<file path="config.mk">
export PLATFORM = sky130hd
export DESIGN_NAME = centroid_ctrl
export DESIGN_NICKNAME = d
export VERILOG_FILES = /design/src/rtl/centroid_ctrl.sv
export SDC_FILE = /design/constraint.sdc
export NUM_CORES = 2
export LEC_CHECK = 0
export BUFFER_PORTS_ARGS = -buffer_cell sky130_fd_sc_hd__buf_2
export CAP_MARGIN = 10
export CELL_PAD_IN_SITES_DETAIL_PLACEMENT = 1
export CELL_PAD_IN_SITES_GLOBAL_PLACEMENT = 2
export CORE_ASPECT_RATIO = 0.6
export CORE_MARGIN = 2
export CORE_UTILIZATION = 35
export CTS_CLUSTER_DIAMETER = 150
export DETAILED_ROUTE_END_ITERATION = 16
export PLACE_DENSITY = 0.81
export SLEW_MARGIN = 20
export SYNTH_ARGS = -nofsm -noshare
export SYNTH_HDL_FRONTEND = slang
export SYNTH_SLANG_ARGS = --single-unit
</file>
<file path="constraint.sdc">
create_clock -name clk -period 61.3 [get_ports clk]
set_clock_uncertainty 0.1 [all_clocks]
set_input_delay 9.195 -clock clk [delete_from_list [all_inputs] [get_ports clk]]
set_output_delay 9.195 -clock clk [all_outputs]
set_load 0.02 [all_outputs]
</file>
<file path="src/rtl/centroid_ctrl.sv">
// Centroid datapath sequencer: column handshake, zero-pad flush, corner tag pipeline.
// Optional reject counter output enabled by CENTROID_CTRL_STATS_EN.
module centroid_ctrl #(
   parameter int WIN = 37,
   parameter int LAT = 43,
   parameter int XW  = 11,
   parameter int YW  = 11
) (
   input  logic          clk,
   input  logic          rst,
   input  logic          col_valid,
   output logic          col_ready,
   input  logic          col_sof,
   input  logic          col_sol,
   input  logic          col_eol,
   input  logic          col_corner,
   output logic          cen_ena,
   output logic          cen_pad,
   output logic          out_valid,
   input  logic          out_ready,
   output logic [XW-1:0] out_x,
   output logic [YW-1:0] out_y,
   output logic          busy
`ifdef CENTROID_CTRL_STATS_EN
   ,
   output logic [15:0]   reject_cnt
`endif
);

   typedef enum logic [1:0] {IDLE, RUN, FLUSH} state_t;

   localparam int FW = $clog2(LAT + 1);
   localparam logic [XW-1:0] EDGE = XW'(WIN - 1);
   localparam logic [XW-1:0] HALF = XW'((WIN - 1) / 2);
   localparam logic [XW-1:0] XMAX = '1;

   state_t state, state_nxt;
   logic [FW-1:0] fcnt;
   logic [XW-1:0] x_cnt, x_cur;
   logic [YW-1:0] y_cnt, y_cur;
   logic hold, fire, flush_adv, flush_done, take;

   logic [LAT-1:0] tv;
   logic [XW-1:0]  tx [LAT];
   logic [YW-1:0]  ty [LAT];

   assign out_valid  = tv[LAT-1];
   assign out_x      = tx[LAT-1];
   assign out_y      = ty[LAT-1];

   assign hold       = out_valid & ~out_ready;
   assign col_ready  = (state != FLUSH) & ~hold;
   assign fire       = col_valid & col_ready;
   assign flush_adv  = (state == FLUSH) & ~hold;
   assign cen_ena    = fire | flush_adv;
   assign cen_pad    = (state == FLUSH);
   assign flush_done = flush_adv & (fcnt == FW'(LAT - 1));

   assign x_cur = col_sol ? '0 : x_cnt;
   assign y_cur = col_sof ? '0 : y_cnt;
   // only windows fully inside the row produce a tag
   assign take  = fire & col_corner & (x_cur >= EDGE);
   assign busy  = (state != IDLE) | (|tv);

   always_comb begin
      state_nxt = state;
      case (state)
         IDLE:    if (fire) state_nxt = col_eol ? FLUSH : RUN;
         RUN:     if (fire & col_eol) state_nxt = FLUSH;
         FLUSH:   if (flush_done) state_nxt = IDLE;
         default: state_nxt = IDLE;
      endcase
   end

   always_ff @(posedge clk or posedge rst) begin
      if (rst) begin
         state <= IDLE;
         fcnt  <= '0;
         x_cnt <= '0;
         y_cnt <= '0;
      end else begin
         state <= state_nxt;
         if (fire)
            x_cnt <= (x_cur == XMAX) ? XMAX : x_cur + 1'b1;
         if (fire & col_sof)
            y_cnt <= '0;
         else if (flush_done)
            y_cnt <= y_cnt + 1'b1;
         if (state != FLUSH)
            fcnt <= '0;
         else if (flush_adv)
            fcnt <= fcnt + 1'b1;
      end
   end

   // tags advance in lock-step with the datapath enable
   always_ff @(posedge clk or posedge rst) begin
      if (rst) begin
         tv <= '0;
         for (int i = 0; i < LAT; i++) begin
            tx[i] <= '0;
            ty[i] <= '0;
         end
      end else if (cen_ena) begin
         tv    <= {tv[LAT-2:0], take};
         tx[0] <= take ? x_cur - HALF : '0;
         ty[0] <= take ? y_cur : '0;
         for (int i = 1; i < LAT; i++) begin
            tx[i] <= tx[i-1];
            ty[i] <= ty[i-1];
         end
      end
   end

`ifdef CENTROID_CTRL_STATS_EN
   logic rej;
   assign rej = fire & col_corner & (x_cur < EDGE);

   always_ff @(posedge clk or posedge rst) begin
      if (rst)
         reject_cnt <= '0;
      else if (fire & col_sof)
         reject_cnt <= {15'd0, rej};
      else if (rej & ~&reject_cnt)
         reject_cnt <= reject_cnt + 1'b1;
   end
`endif

endmodule
</file>
==> results.sh <==
export IMPL_syn_to_final_growth_pct=11.00
export IMPL_cts_hold_buf=0
export IMPL_netSwitchingFraction_pct=27.57
export IMPL_nNetsFinal=4311
export IMPL_status="complete, no violations"
export IMPL_min_period_ps=19950
export IMPL_clk_pin_slew_ps=60
export IMPL_core_area_um2=110200
export IMPL_die_x_um=435.4
export IMPL_rows=94
export IMPL_clock_sinks=1019
export IMPL_worstPathMaxFanout=101
export IMPL_clock_fmax_ghz=0.05012
export IMPL_async_flop_share_pct=100.0
export IMPL_arrival_ps=10660
export IMPL_cts_made_buffers=97
export IMPL_boundaryPins=35
export IMPL_whs_ps=349.7
export IMPL_clk_path_buf_depth=3
export IMPL_ys_flop_type="dfrtp_1"
export IMPL_gr_usage_all_layers_pct=13.55
export IMPL_relSlewSlack_pct=30.53
export IMPL_die_h_um=262.8
export IMPL_worstPathRequired_ps=52010
export IMPL_rsz0062_at_grt="no"
export IMPL_hpwl_mm=40.20
export IMPL_maxCapViolCount=0
export IMPL_wl_mm=75.36
export IMPL_root_buffer="clkbuf_16"
export IMPL_intPower_w=0.001041
export IMPL_htreeDepth=3
export IMPL_maxSlewViolCount=0
export IMPL_final_core_util_pct=39.36
export IMPL_cts_tree="yes"
export IMPL_seq_area_frac_synth_pct=65.25
export IMPL_p_seq_share_pct=47.3
export IMPL_post_drt_wl_per_cell_um=12.87
export IMPL_post_cts_setup_buffers=0
export IMPL_p_leak_nw=24.67
export IMPL_power_w=0.001438
export IMPL_setup_tns_ps=0
export IMPL_r2r_slack_ps=54780
export IMPL_regArea_um2=25500
export IMPL_cp_end_kind="output pin"
export IMPL_gp_congestion=0.6893
export IMPL_synth_edf_count=0
export IMPL_vdd_drop_max_mv=0.02001
export IMPL_ys_ff_latch=1019
export IMPL_worstSkewPairLatency_ps=680
export IMPL_initial_core_util_pct=35.46
export IMPL_grt_pass1_vias=28100
export IMPL_switchingPower_w=0.0003965
export IMPL_fillers=12790
export IMPL_grt_max_degree=233
export IMPL_fp_dieArea_um2=114400
export IMPL_syn_nets=4402
export IMPL_placed_area_um2=40170
export IMPL_route_detailed_drc=0
export IMPL_setup_worst_path_class="in -> out"
export IMPL_multi_input_area_um2=12300
export IMPL_synth_avg_cell_area_um2=8.908
export IMPL_cp_start_kind="input pin"
export IMPL_grt_remaining_overflow=0
export IMPL_post_cts_resized_instances=0
export IMPL_setup_violations=0
export IMPL_hp_class="reg -> reg"
export IMPL_vias_per_cell=4.530
export IMPL_ys_types=53
export IMPL_ys_warn_count=0
export IMPL_num_vias=26520
export IMPL_postSynthCellCount=4387
export IMPL_grt_pass1_wl_mm=135.0
export IMPL_finalCritPeriodShare_pct=32.55
export IMPL_p_clk_share_pct=42.5
export IMPL_finalHoldViolCount=0
export IMPL_antenna_found_initial=3
export IMPL_ant_nets=0
export IMPL_p_per_area_nw_per_um2=33.15
export IMPL_power_frac_comb_pct=10.2
export IMPL_port_buffers=34
export IMPL_syn_area_um2=39080
export IMPL_tightest_slew_ps=1042
export IMPL_layout_drive_gt1_share_pct=5.202
export IMPL_drt_iter0_drc=1865
export IMPL_firstDrtPassIters=5
export IMPL_postLayoutCellArea_um2=43380
[final timing paths]
path	startpoint	to	cells after the start
worst max-delay path	out_ready	cen_ena	5
worst min-delay path	tx[446]	tx[435]	2
worst max register to register	state[1]	ty[113]	11
worst min register to register	tx[446]	tx[435]	2
max in group asynchronous	rst	ty[189]	5
min in group asynchronous	rst	tx[52]	2
[cells by family after synthesis]
| group | count (synthesis) | synth area share, % |
|---|---|---|
| fa+ha+maj | 7 | 0.2241 |
| buf+inv | 265 | 3.320 |
| mux | 5 | 0.1281 |
| simple gates | 3010 | 29.48 |
| flops | 1019 | 65.25 |
| xor+xnor | 12 | 0.2689 |
| compound gates | 69 | 1.322 |
[cell usage in the layout, fill, tap and decap left out, drive strengths merged, types with 3 or more instances in the layout]
| cell | count |
|---|---|
| nand2 | 2913 |
| dfrtp | 1019 |
| clkbuf | 134 |
| buf | 63 |
| a22o | 19 |
| clkinv | 17 |
| nor2 | 16 |
| inv | 16 |
| a21oi | 15 |
| nand4 | 14 |
| nor4 | 14 |
| nand2b | 8 |
| xor2 | 8 |
| bufinv | 8 |
| o21ai | 8 |
| ha | 7 |
| nor3 | 7 |
| nand3 | 7 |
| or3 | 6 |
| and2 | 6 |
| nor2b | 5 |
| and3 | 5 |
| mux2i | 5 |
| or4 | 5 |
| xnor2 | 4 |
| clkinvlp | 4 |
| o31ai | 4 |
| a211oi | 3 |
| o211ai | 3 |
[power groups by stage]
stage                     Clock [W]  Combinational (W)  Sequential [W]
final                      0.000611           0.000147        0.000680
after CTS                  0.000637           0.000153        0.000680
after global placement            0           0.000155        0.000692
after global routing       0.000662           0.000167        0.000680
after floorplan                   0           0.000123        0.000690
after detailed placement          0           0.000153        0.000692
[metrics by stage]
step	cells	worst slack (ps)
3_5_place_dp	5685	41350
4_1_cts	5852	41350
5_1_grt	5853	41240
2_1_floorplan	4387	23330
6_report	5853	41350
3_3_place_gp	5685	41400
[worst max-delay path, stage by stage]
cell	delay, ps
buf_2	80
nand2b_1	410
o21ai_4	150
inv_8	460
buf_2	280
[Yosys cell counts, types with 4 or more instances]
cell	n	area share (%)
nand2_1	2913	28
dfrtp_1	1019	65
buf_2	161	2.1
clkbuf_1	56	0.54
buf_4	23	0.44
a22o_1	19	0.43
nor2_1	16	0.15
a21oi_1	15	0.19
nand4_1	14	0.22
nor4_1	13	0.21
buf_1	11	0.11
inv_1	10	0.096
nand2b_1	8	0.13
xor2_1	8	0.18
ha_1	7	0.22
and2_1	6	0.096
nand3_1	6	0.077
nor3_1	6	0.077
o21ai_0	6	0.077
or3_1	6	0.096
and3_1	5	0.080
mux2i_1	5	0.13
nor2b_1	5	0.080
or4_1	4	0.077
xnor2_1	4	0.090
[cell type report]
| cell class | instances | share of cell area, % |
|---|---|---|
| Antenna cell | 1 | 0.005769 |
| Clock buffer | 134 | 6.475 |
| Clock inverter | 33 | 0.9086 |
| Inverter | 12 | 0.1384 |
| Multi-Input combinational cell | 3103 | 28.36 |
| Sequential cell | 1019 | 58.78 |
| Tap cell | 1488 | 4.292 |
| Timing Repair Buffer | 63 | 1.038 |
[layer usage]
| layer | part of all wire [%] | global-route usage (%) |
|---|---|---|
| met2 | 43 | 21.34 |
| met5 | 0 | 0 |
| met3 | 2.3 | 2.212 |
| met4 | 2.2 | 3.941 |
| met1 | 52 | 19.27 |
[state kept, by name, indices dropped and copies added (netlist names)]
| register | cells |
|---|---|
| fcnt | 6 |
| tv | 43 |
| x_cnt | 11 |
| state | 2 |
| tx | 462 |
| y_cnt | 11 |
| out_y | 11 |
| ty | 462 |
| out_x | 11 |
(Power assumes the default switching activity.)
